$ cat config.mk
export PLATFORM = sky130hd
export DESIGN_NAME = term_cfg_loopback_flat
export DESIGN_NICKNAME = d
export VERILOG_FILES = /design/src/rtl/term_cfg_pkg.sv /design/src/rtl/term_cfg_loopback_if.sv /design/src/rtl/term_cfg_chain.sv /design/src/rtl/term_cfg_loopback.sv /design/src/flat_wrapper.sv
export SDC_FILE = /design/constraint.sdc
export NUM_CORES = 1
export LEC_CHECK = 0
export CORE_AREA = 2 2 145 147
export DETAILED_ROUTE_END_ITERATION = 8
export DIE_AREA = 0 0 147 149
export PLACE_DENSITY = 0.8
export SYNTH_ARGS = -nofsm -noshare
export SYNTH_HDL_FRONTEND = slang
export SYNTH_SLANG_ARGS = --single-unit
$ cat constraint.sdc
create_clock -name CLK -period 27.9 [get_ports CLK]
set_input_delay 5.58 -clock CLK [delete_from_list [all_inputs] [get_ports CLK]]
set_output_delay 5.58 -clock CLK [all_outputs]
set_load 0.05 [all_outputs]
$ cat src/rtl/term_cfg_pkg.sv
// -----------------------------------------------------------------------------
// term_cfg_pkg
// Shared types and constants for the south-terminal loopback tile core.
//   state_t      : configuration FSM states (RUN / SHIFT / COMMIT)
//   MODE_*       : 2-bit per-channel output mode encodings
//   channel_out  : per-channel output selection for a given mode
// -----------------------------------------------------------------------------
package term_cfg_pkg;

   typedef enum logic [1:0] {
      RUN    = 2'd0,
      SHIFT  = 2'd1,
      COMMIT = 2'd2
   } state_t;

   localparam logic [1:0] MODE_PASS = 2'b00;
   localparam logic [1:0] MODE_REG  = 2'b01;
   localparam logic [1:0] MODE_C0   = 2'b10;
   localparam logic [1:0] MODE_C1   = 2'b11;

   // Output of one channel given its mode, its live input and its pipe bit.
   function automatic logic channel_out(input logic [1:0] mode,
                                        input logic       s_bit,
                                        input logic       p_bit);
      logic res;
      case (mode)
         MODE_PASS: res = s_bit;
         MODE_REG:  res = p_bit;
         MODE_C0:   res = 1'b0;
         default:   res = 1'b1;
      endcase
      return res;
   endfunction

endpackage

$ cat src/rtl/term_cfg_loopback_if.sv
// -----------------------------------------------------------------------------
// term_cfg_loopback_if
// Bundle of the configuration chain and loopback data signals.
//   MODE     : 1 = configuration shift, 0 = operation
//   CONFin   : serial configuration data in
//   CONFout  : serial configuration data out (chain MSB)
//   S_END    : southbound wire ends [NCH]
//   N_BEG    : northbound wire begins [NCH]
//   CFG_OK   : last commit carried exactly the expected bit count
//   CFG_BUSY : high whenever the core is not in RUN
// Modports: master drives MODE/CONFin/S_END, slave is the tile core.
// -----------------------------------------------------------------------------
interface term_cfg_loopback_if #(
   parameter int NCH = 52
);
   logic           MODE;
   logic           CONFin;
   logic           CONFout;
   logic [NCH-1:0] S_END;
   logic [NCH-1:0] N_BEG;
   logic           CFG_OK;
   logic           CFG_BUSY;

   modport master (
      output MODE, CONFin, S_END,
      input  CONFout, N_BEG, CFG_OK, CFG_BUSY
   );

   modport slave (
      input  MODE, CONFin, S_END,
      output CONFout, N_BEG, CFG_OK, CFG_BUSY
   );
endinterface

$ cat src/rtl/term_cfg_chain.sv
// -----------------------------------------------------------------------------
// term_cfg_chain
// Shadow configuration shift chain with a saturating shifted-bit counter.
//   CLK, RST   : clock, asynchronous active-high reset
//   shift_en   : shift conf_in into the chain LSB this cycle
//   cnt_first  : this shift starts a new load (counter restarts at 1)
//   cnt_clear  : clear the counter (commit cycle)
//   conf_in    : serial data in
//   chain      : full shadow chain contents
//   cnt        : shifted-bit count, saturates at NO_CONFIG_BITS+1
//   conf_out   : chain MSB
// -----------------------------------------------------------------------------
module term_cfg_chain #(
   parameter int NO_CONFIG_BITS = 104,
   parameter int CNT_W          = $clog2(NO_CONFIG_BITS + 2)
) (
   input  logic                      CLK,
   input  logic                      RST,
   input  logic                      shift_en,
   input  logic                      cnt_first,
   input  logic                      cnt_clear,
   input  logic                      conf_in,
   output logic [NO_CONFIG_BITS-1:0] chain,
   output logic [CNT_W-1:0]          cnt,
   output logic                      conf_out
);

   // One past the expected length marks an over-long load.
   localparam logic [CNT_W-1:0] CNT_MAX = CNT_W'(NO_CONFIG_BITS + 1);

   // NOTE: the shadow chain is a plain register bank, so it is reset with the
   // rest of the state; an aborted load must never leave stale bits on CONFout.
   // NOTE: sequential state uses non-blocking assignments so every register
   // samples pre-edge values regardless of statement order.
   always_ff @(posedge CLK or posedge RST) begin
      if (RST) begin
         chain <= '0;
         cnt   <= '0;
      end else begin
         if (shift_en) begin
            chain <= {chain[NO_CONFIG_BITS-2:0], conf_in};
         end

         if (cnt_clear) begin
            cnt <= '0;
         end else if (cnt_first) begin
            cnt <= CNT_W'(1);
         end else if (shift_en && (cnt != CNT_MAX)) begin
            cnt <= cnt + 1'b1;
         end
      end
   end

   assign conf_out = chain[NO_CONFIG_BITS-1];

endmodule

$ cat src/rtl/term_cfg_loopback.sv
// -----------------------------------------------------------------------------
// term_cfg_loopback
// South-terminal tile core: loops NCH southbound wire ends back north, each
// channel in its own configured mode (pass / registered / const 0 / const 1).
// Configuration is shifted into a shadow chain while MODE=1 and committed
// atomically only when exactly NO_CONFIG_BITS bits were shifted.
//   CLK  : single clock
//   RST  : asynchronous, active-high reset
//   bus  : term_cfg_loopback_if.slave (MODE, CONFin, CONFout, S_END, N_BEG,
//          CFG_OK, CFG_BUSY)
// -----------------------------------------------------------------------------
module term_cfg_loopback
   import term_cfg_pkg::*;
#(
   parameter int NCH = 52
) (
   input  logic               CLK,
   input  logic               RST,
   term_cfg_loopback_if.slave bus
);

   localparam int NO_CONFIG_BITS = 2 * NCH;
   localparam int CNT_W          = $clog2(NO_CONFIG_BITS + 2);

   state_t                    state;
   state_t                    state_next;
   logic                      run;
   logic                      shift_en;
   logic                      cnt_first;
   logic                      cnt_clear;
   logic                      commit;
   logic [NO_CONFIG_BITS-1:0] chain;
   logic [NO_CONFIG_BITS-1:0] active;
   logic [CNT_W-1:0]          cnt;
   logic                      conf_out;
   logic [NCH-1:0]            pipe;
   logic [NCH-1:0]            mux_out;
   logic                      cfg_ok;

   // ---------------------------------------------------------------- chain
   term_cfg_chain #(
      .NO_CONFIG_BITS (NO_CONFIG_BITS),
      .CNT_W          (CNT_W)
   ) u_chain (
      .CLK       (CLK),
      .RST       (RST),
      .shift_en  (shift_en),
      .cnt_first (cnt_first),
      .cnt_clear (cnt_clear),
      .conf_in   (bus.CONFin),
      .chain     (chain),
      .cnt       (cnt),
      .conf_out  (conf_out)
   );

   // ------------------------------------------------------ state register
   always_ff @(posedge CLK or posedge RST) begin
      if (RST) begin
         state <= RUN;
      end else begin
         state <= state_next;
      end
   end

   // ---------------------------------------------------------- next state
   // NOTE: every combinational output gets a default before the case so no
   // path leaves it unassigned and no latch is inferred.
   always_comb begin
      state_next = state;
      case (state)
         RUN:     if (bus.MODE)  state_next = SHIFT;
         SHIFT:   if (!bus.MODE) state_next = COMMIT;
         COMMIT:  state_next = RUN;
         default: state_next = RUN;
      endcase
   end

   // ------------------------------------------------------------- outputs
   always_comb begin
      run       = 1'b0;
      shift_en  = 1'b0;
      cnt_first = 1'b0;
      cnt_clear = 1'b0;
      commit    = 1'b0;
      case (state)
         RUN: begin
            run       = 1'b1;
            shift_en  = bus.MODE;
            cnt_first = bus.MODE;
         end
         SHIFT: begin
            shift_en  = bus.MODE;
         end
         COMMIT: begin
            cnt_clear = 1'b1;
            commit    = 1'b1;
         end
         default: begin
            cnt_clear = 1'b1;
         end
      endcase
   end

   // ------------------------------------- active config, status and pipe
   always_ff @(posedge CLK or posedge RST) begin
      if (RST) begin
         active <= '0;
         cfg_ok <= 1'b0;
         pipe   <= '0;
      end else begin
         if (commit) begin
            // Only a load of exactly the chain length may reach the outputs.
            if (cnt == CNT_W'(NO_CONFIG_BITS)) begin
               active <= chain;
               cfg_ok <= 1'b1;
            end else begin
               cfg_ok <= 1'b0;
            end
         end

         // Pipe only tracks S_END while staying in RUN, so registered
         // channels restart from 0 after every configuration episode.
         if (run && !bus.MODE) begin
            pipe <= bus.S_END;
         end else begin
            pipe <= '0;
         end
      end
   end

   // ------------------------------------------------ per-channel out mux
   for (genvar i = 0; i < NCH; i++) begin : g_ch
      assign mux_out[i] = channel_out(active[2*i+1 -: 2], bus.S_END[i], pipe[i]);
   end

   assign bus.N_BEG    = run ? mux_out : '0;
   assign bus.CFG_OK   = cfg_ok;
   assign bus.CFG_BUSY = !run;
   assign bus.CONFout  = conf_out;

endmodule

$ cat src/flat_wrapper.sv
// flat-port wrapper written by rule: the top's interface ports become plain ports
module term_cfg_loopback_flat import term_cfg_pkg::*;
#(
   parameter int NCH = 52
)
  (CLK, RST, bus_MODE, bus_CONFin, bus_S_END, bus_CONFout, bus_N_BEG, bus_CFG_OK, bus_CFG_BUSY);
  term_cfg_loopback_if #(.NCH(NCH)) bus_i ();
  input  logic CLK;
  input  logic RST;
  input wire logic [$bits(bus_i.MODE)-1:0] bus_MODE;
  input wire logic [$bits(bus_i.CONFin)-1:0] bus_CONFin;
  input wire logic [$bits(bus_i.S_END)-1:0] bus_S_END;
  output wire logic [$bits(bus_i.CONFout)-1:0] bus_CONFout;
  output wire logic [$bits(bus_i.N_BEG)-1:0] bus_N_BEG;
  output wire logic [$bits(bus_i.CFG_OK)-1:0] bus_CFG_OK;
  output wire logic [$bits(bus_i.CFG_BUSY)-1:0] bus_CFG_BUSY;
  assign bus_i.MODE = bus_MODE;
  assign bus_i.CONFin = bus_CONFin;
  assign bus_i.S_END = bus_S_END;
  assign bus_CONFout = bus_i.CONFout;
  assign bus_N_BEG = bus_i.N_BEG;
  assign bus_CFG_OK = bus_i.CFG_OK;
  assign bus_CFG_BUSY = bus_i.CFG_BUSY;
  term_cfg_loopback #(.NCH(NCH)) u_core (.CLK(CLK), .RST(RST), .bus(bus_i));
endmodule
Word level (Yosys, flattened, before mapping)
Index checks and enable logic that the tools add are counted.
W data, S select, Z words.
{"block": "totals", "wordCells": 243, "out_inout_bits": 55, "register_bits": 270, "inputBits": 56}
{"block": "op_classes", "n_eq_ne": 111, "reduce_logical": 60, "muxes": 65, "n_addsub": 1}
{"operator": "$pmux W1 S3", "count": 52}
{"operator": "$eq A2 B1 Y1 const B", "count": 53}
{"operator": "$eq A2 B2 Y1 const B", "count": 53}
{"operator": "$logic_not A2 Y1", "count": 53}
{"operator": "$mux W52", "count": 2}
{"operator": "$mux W7", "count": 3}
{"operator": "$add A7 B1 Y7 const B", "count": 1}
{"operator": "$eq A7 B7 Y1 const B", "count": 1}
{"operator": "$ne A7 B7 Y1 const B", "count": 1}
{"operator": "$mux W1", "count": 5}
{"operator": "$mux W2", "count": 2}
{"operator": "$ne A2 B2 Y1 const B", "count": 2}
{"operator": "$pmux W2 S2", "count": 1}
{"operator": "$reduce_and A2 Y1", "count": 2}
{"operator": "$ne A3 B1 Y1 const B", "count": 1}
{"operator": "$logic_and A1 B1 Y1", "count": 2}
{"operator": "$logic_not A1 Y1", "count": 2}
{"operator": "$reduce_or A2 Y1", "count": 1}

Longest topological paths before layout
Gate-level depths: netlist of run 1.
{"block": "depth", "depth_word": 7, "ltp_mapped": 6}

By module
From an unflattened synthesis of run 1, not the netlist that was laid out.
{"block": "unflattened", "cells_unflattened": 796, "hier_area_um2": 11064.4}
{"mod": "term_cfg_loopback", "seq_area_each_um2": 3978.8, "cells_each": 532, "n_inst": 1, "area_per_inst_um2": 6825.3}
{"mod": "term_cfg_chain", "seq_area_each_um2": 2777.7, "cells_each": 264, "n_inst": 1, "area_per_inst_um2": 4239.1}

Least setup slack after synthesis of run 1
No wires, ideal clock.
{"block": "synth_path", "kind": "input port to output port", "startpoint": "in bus_S_END[0]", "endpoint": "out bus_N_BEG[0]", "t_arrival_ns": 6.780, "slack_ns": 15.540, "required_ns": 22.320, "cell_stages": 2, "path_cell_list": "or3b_2 > a21oi_1"}
{"block": "synth_via", "elab_chain_cells": 2}
{"item": "start, declared", "line_no": "flat_wrapper.sv:12", "rtl": "input wire logic [$bits(bus_i.S_END)-1:0] bus_S_END;"}
{"item": "$pmux W1 S3", "line_no": "term_cfg_pkg.sv:26", "rtl": "case (mode)"}
{"item": "$mux W52", "line_no": "term_cfg_loopback.sv:136", "rtl": "assign bus.N_BEG = run ? mux_out : '0;"}
{"item": "end, declared", "line_no": "flat_wrapper.sv:14", "rtl": "output wire logic [$bits(bus_i.N_BEG)-1:0] bus_N_BEG;"}
Every way passes these cells.

Worst setup path in the final report of run 1
{"block": "layout_path", "startpoint": "in bus_S_END[4]", "endpoint": "out bus_N_BEG[4]"}
The elaborated chain is that of the path after synthesis.

==> results.sh, run 1 <==
export IMPL_setup_ws_ns=14.81
export IMPL_core_sq_mm=0.0206
export IMPL_reg2reg_depth=4
export IMPL_setup_tns_ns=0
export IMPL_yosys_area_top_type="dfrtp_1"
export IMPL_startpoint_type="input port"
export IMPL_n_antenna_cell=0
export IMPL_synthesis_nets=870
export IMPL_swShare=0.240
export IMPL_p_per_area_mw_per_mm2=66.4
export IMPL_port_buffers=110
export IMPL_post_cts_buffers=0
export IMPL_die_area_sq_mm=0.0219
export IMPL_worstMarginPinSlew_ns=1.01
export IMPL_p_leak_nw=6.53
export IMPL_yosysTopAreaCellShare=0.612
export IMPL_ys_ff_latch=270
export IMPL_cts_buffer_depth=3
export IMPL_antenna_found_initial=0
export IMPL_cap_viol_max_count=0
export IMPL_cp_required_ns=22.32
export IMPL_io_pins=111
export IMPL_cp_slowest_stage_delay_ns=0.85
export IMPL_post_cts_resize_count=0
export IMPL_setup_worst_path_end="bus_N_BEG[4]"
export IMPL_min_path_type="reg -> reg"
export IMPL_wire_per_inst_um=16.0
export IMPL_vias_per_cell=5.31
export IMPL_area_growth_pct=20.1
export IMPL_path_buf_inv=2
export IMPL_final_cell_mix="dfrtp_1, mux2_2, clkdlybuf4s50_1"
export IMPL_drtPass1Iterations=5
export IMPL_seq_area_frac_synth=0.612
export IMPL_r2r_end="u_core.active[37]$_DFFE_PP0P_"
export IMPL_overflow=0
export IMPL_status="complete, no violations"
export IMPL_synth_cells=811
export IMPL_path_delay_family="buffers and inverters"
export IMPL_cts_root_buf="clkbuf_16"
export IMPL_hold_buffers=0
export IMPL_synth_cell_types=34
export IMPL_cp_arrival_ns=7.51
export IMPL_hold_viol=0
export IMPL_layout_commonest_cell="dfrtp_1"
export IMPL_drc=0
export IMPL_die_h_um=149
export IMPL_setup_violations=0
export IMPL_intPower_mw=0.670
export IMPL_ys_warn_count=0
export IMPL_row_count=53
export IMPL_crit_slowest_cell="clkdlybuf4s50_1"
export IMPL_dp_hpwl_um=11800
export IMPL_crit_fanout=2
export IMPL_drtAntennaViolNets=0
export IMPL_syn_mean_instance_area_sq_um=13.6
export IMPL_syn_area_sq_mm=0.0110
export IMPL_seq_power_share=0.485
export IMPL_grt_pass1_wl_um=32500
export IMPL_vdd_ir_drop_max_v=0.0000410
export IMPL_initial_core_util=0.537
export IMPL_place_ws_ns=14.85
export IMPL_dpl_cell_area_sq_mm=0.0124
export IMPL_grt_usage=0.180
export IMPL_num_vias=6445
export IMPL_rrSetupSlack_ns=24.97
export IMPL_cts_sinks=270
export IMPL_drt_initial_drc_count=489
export IMPL_path_clk_slew_ns=0.06
export IMPL_critPathLaunch="bus_S_END[4]"
export IMPL_clkLatencyLatePin_ns=0.53
export IMPL_totalPowerFinal_mw=0.881
export IMPL_routed_wl_um=19400
export IMPL_max_slew_margin_rel=0.324
export IMPL_end_kind="primary output"
export IMPL_place_congestion=0.716
export IMPL_drive_gt1_frac=0.293
export IMPL_path_class="in -> out"
export IMPL_hp_start="u_core.u_chain.chain[63]$_DFFE_PP0P_"
export IMPL_critical_path_cell_count=4
export IMPL_p_sw_mw=0.212
export IMPL_cts_max_level=1
export IMPL_cts_made_buffers=26
export IMPL_finalCritPeriodShare=0.469
export IMPL_hold_slack_ns=0.519
export IMPL_crit_chain="clkdlybuf4s50_1, or3b_2, a21oi_1, clkdlybuf4s50_1"
export IMPL_rsz0062_at_grt="no"
export IMPL_finalInstanceArea_sq_mm=0.0133
export IMPL_fp_dieW_um=147
export IMPL_drv_slew=0
export IMPL_min_period_ns=13.09
export IMPL_clock_skew_ns=0.0229
export IMPL_tritoncts="done"
export IMPL_crit_top_cell="clkdlybuf4s50_1"
export IMPL_synth_area_top_cells="dfrtp_1, mux2_2, mux2_4"
export IMPL_max_freq_mhz=76.4
export IMPL_r2r_start="u_core.u_chain.cnt[2]$_DFFE_PP0P_"
export IMPL_grt_max_degree=136
export IMPL_grt_pass1_vias=6507
export IMPL_clkPwrFrac=0.413
export IMPL_final_nets=979
export IMPL_combPwrFrac=0.102
-- worst min path at each step --
stage,endpoint,slack (ns),cells past startpoint
global placement,u_core.active[56]$_DFFE_PP0P_,0.51,1
detailed placement,u_core.active[11]$_DFFE_PP0P_,0.51,1
finish,u_core.u_chain.chain[64]$_DFFE_PP0P_,0.52,1
CTS,u_core.u_chain.chain[64]$_DFFE_PP0P_,0.53,1
global route,u_core.u_chain.chain[63]$_DFFE_PP0P_,0.54,1
floorplan,u_core.state[1]$_DFFE_PP0P_,0.47,1
-- logic make-up after synthesis --
logic type	Yosys count	share of synthesized area
flops	270	0.612
simple gates	163	0.0775
mux	209	0.230
compound gates	122	0.0570
fa+ha+maj	3	0.00340
buf+inv	44	0.0210
-- cell type report --
type | instances | area [sq um]
clock buffers | 33 | 707
clock inverters | 14 | 196
fillers | 1487 | 7290
inverters | 9 | 41.3
multi-input cells | 497 | 4080
flip-flops and latches | 270 | 6760
well taps | 275 | 344
repair buffers | 116 | 1150
-- per-layer routing --
metal  GRT usage  share of wire  vias up
met4      0.0577          0.024        0
met3      0.0229          0.041       35
met5           0              0        -
met2       0.296           0.48      114
met1       0.252           0.46     3250
li1            -              -     3046
-- power by group through the flow --
stage | clock, mW | combinational (mW) | sequential, mW
final | 0.364 | 0.0899 | 0.428
after global routing | 0.390 | 0.0971 | 0.431
after CTS | 0.374 | 0.0915 | 0.428
after detailed placement | 0 | 0.0904 | 0.435
after global placement | 0 | 0.0886 | 0.434
after floorplan | 0 | 0.0625 | 0.430
-- state kept, by name, summed over array words and instances, names as in the netlist --
register / count
u_core.active: 104
u_core.bus.CFG_OK: 1
u_core.pipe: 52
u_core.state: 2
u_core.u_chain.chain: 104
u_core.u_chain.cnt: 7
-- synth_stat cells --
library cell / number
dfrtp_1: 270
mux2_2: 159
o21ai_0: 58
a21oi_1: 57
and2_1: 52
mux2_4: 49
nand2_1: 43
nor2_1: 40
buf_2: 17
or3b_2: 12
inv_1: 9
clkbuf_1: 7
buf_6: 6
buf_1: 5
ha_1: 3
or3_1: 3
a31oi_1: 2
nand3_1: 2
o211ai_1: 2
a311o_1: 1
a311oi_1: 1
and3_1: 1
and4bb_2: 1
mux2i_1: 1
nand2b_1: 1
nand3b_1: 1
nand4_2: 1
nand4b_1: 1
nor2_2: 1
nor2b_1: 1
nor3_1: 1
o31ai_1: 1
or2_2: 1
or4_1: 1
-- per-stage QoR --
stage,utilization,instances
3_3_place_gp,0.602,1167
3_5_place_dp,0.602,1167
4_1_cts,0.646,1214
2_1_floorplan,-,811
6_report,0.646,1214
5_1_grt,0.646,1214
(Power assumes the default switching activity.)
==> run 2, diff against run 1 <==
Settings changed: CORE_AREA 2 2 145 147 to 2 2 151 153, DIE_AREA 0 0 147 149 to 0 0 153 155, PLACE_DENSITY 0.8 to 0.77.
Clock period 27.9 ns to 11.3 ns, I/O delays scaled along.
==> results.sh, run 2 (synthesized netlist as in run 1, its figures left out) <==
export IMPL_hold_buffers=0
export IMPL_dp_hpwl_um=11900
export IMPL_routed_wl_um=19900
export IMPL_path_delay_family="buffers and inverters"
export IMPL_end_kind="primary output"
export IMPL_cts_made_buffers=28
export IMPL_vdd_ir_drop_max_v=0.000132
export IMPL_core_sq_mm=0.0222
export IMPL_cp_required_ns=9.04
export IMPL_final_cell_mix="dfrtp_1, mux2_2, clkdlybuf4s50_1"
export IMPL_tritoncts="done"
export IMPL_hold_viol=0
export IMPL_die_area_sq_mm=0.0237
export IMPL_cap_viol_max_count=0
export IMPL_vias_per_cell=5.32
export IMPL_drtAntennaViolNets=0
export IMPL_crit_fanout=2
export IMPL_drtPass1Iterations=5
export IMPL_final_nets=981
export IMPL_rsz0062_at_grt="no"
export IMPL_totalPowerFinal_mw=2.34
export IMPL_grt_pass1_vias=6663
export IMPL_fp_dieW_um=153
export IMPL_clock_skew_ns=0.0112
export IMPL_die_h_um=155
export IMPL_clkPwrFrac=0.454
export IMPL_startpoint_type="input port"
export IMPL_cp_slowest_stage_delay_ns=0.82
export IMPL_combPwrFrac=0.095
export IMPL_crit_slowest_cell="clkdlybuf4s50_1"
export IMPL_wire_per_inst_um=16.2
export IMPL_cts_buffer_depth=3
export IMPL_grt_pass1_wl_um=34000
export IMPL_setup_violations=0
export IMPL_layout_commonest_cell="dfrtp_1"
export IMPL_clkLatencyLatePin_ns=0.53
export IMPL_p_leak_nw=6.63
export IMPL_stdcell_count=1229
export IMPL_path_buf_inv=2
export IMPL_path_clk_slew_ns=0.06
export IMPL_grt_max_degree=115
export IMPL_seq_power_share=0.451
export IMPL_placed_cells=1177
export IMPL_p_sw_mw=0.542
export IMPL_drc=0
export IMPL_post_cts_resize_count=0
export IMPL_setup_tns_ns=0
export IMPL_min_path_type="reg -> reg"
export IMPL_grt_usage=0.171
export IMPL_initial_core_util=0.497
export IMPL_max_freq_mhz=156
export IMPL_crit_top_cell="clkdlybuf4s50_1"
export IMPL_io_pins=111
export IMPL_overflow=0
export IMPL_intPower_mw=1.80
export IMPL_swShare=0.231
export IMPL_cts_max_level=1
export IMPL_port_buffers=110
export IMPL_drv_slew=0
export IMPL_antenna_found_initial=1
export IMPL_p_per_area_mw_per_mm2=174
export IMPL_drt_initial_drc_count=313
export IMPL_num_vias=6533
export IMPL_cts_sinks=270
export IMPL_finalCritPeriodShare=0.568
export IMPL_max_slew_margin_rel=0.334
export IMPL_min_period_ns=6.42
export IMPL_worstMarginPinSlew_ns=0.999
export IMPL_status="complete, no violations"
export IMPL_cts_root_buf="clkbuf_16"
export IMPL_cp_arrival_ns=4.16
export IMPL_largest_registers="u_core.active (104), u_core.u_chain.chain (104), u_core.pipe (52)"
export IMPL_crit_chain="clkdlybuf4s50_1, or3b_2, a21oi_1, clkdlybuf4s50_1"
export IMPL_place_congestion=0.720
export IMPL_post_cts_buffers=0
export IMPL_path_class="in -> out"
export IMPL_area_growth_pct=21.9
export IMPL_drive_gt1_frac=0.300
export IMPL_row_count=55
export IMPL_n_antenna_cell=0
-- run 2: cell count changes in the layout (fill, tap and decap cells not counted), sizes merged --
cell / previous run / this run
bufinv: 4 / 9
clkbuf: 33 / 31
clkinvlp: 3 / 2
inv: 9 / 12
-- run 2: final timing paths --
kind / from / end / slack, ns / cells after the start
min: u_core.u_chain.chain[44]$_DFFE_PP0P_ / u_core.active[44]$_DFFE_PP0P_ / 0.52 / 1
max in group asynchronous: RST / u_core.u_chain.chain[3]$_DFFE_PP0P_ / 7.52 / 3
min in group asynchronous: RST / u_core.pipe[4]$_DFF_PP0_ / 2.30 / 2
max: bus_S_END[9] / bus_N_BEG[9] / 4.88 / 4
max reg2reg: u_core.u_chain.cnt[2]$_DFFE_PP0P_ / u_core.active[2]$_DFFE_PP0P_ / 8.35 / 4
min reg2reg: u_core.u_chain.chain[44]$_DFFE_PP0P_ / u_core.active[44]$_DFFE_PP0P_ / 0.52 / 1
-- run 2: power groups by stage --
| stage | logic (mW) | clock network, mW | registers, mW |
|---|---|---|---|
| floorplan | 0.154 | 0 | 1.06 |
| global placement | 0.220 | 0 | 1.07 |
| detailed placement | 0.224 | 0 | 1.07 |
| CTS | 0.225 | 1.09 | 1.06 |
| global route | 0.241 | 1.13 | 1.06 |
| finish | 0.222 | 1.06 | 1.06 |
-- run 2: per-stage QoR --
stage               utilization  setup slack [ns]  hold WS, ns  area, sq um
detailed placement        0.557              4.89        0.512        12400
global route              0.606              4.81        0.538        13500
finish                    0.606              4.88        0.520        13500
CTS                       0.606              4.87        0.525        13500
floorplan                     -              1.60        0.467        11000
global placement          0.557              4.94        0.506        12400
-- run 2: layout make-up --
| type | instances | area, sq um |
|---|---|---|
| Clock inverter | 21 | 347 |
| Sequential cell | 270 | 6760 |
| Multi-Input combinational cell | 497 | 4080 |
| Inverter | 9 | 41.3 |
| Clock buffer | 31 | 743 |
| Timing Repair Buffer | 116 | 1150 |
| Fill cell | 1709 | 8760 |
| Tap cell | 285 | 357 |
-- run 2: metal layers --
layer | routed length (um) | GRT usage
met2 | 9380 | 0.277
met4 | 323 | 0.0445
met5 | 13 | 0
met3 | 831 | 0.0262
met1 | 9380 | 0.244
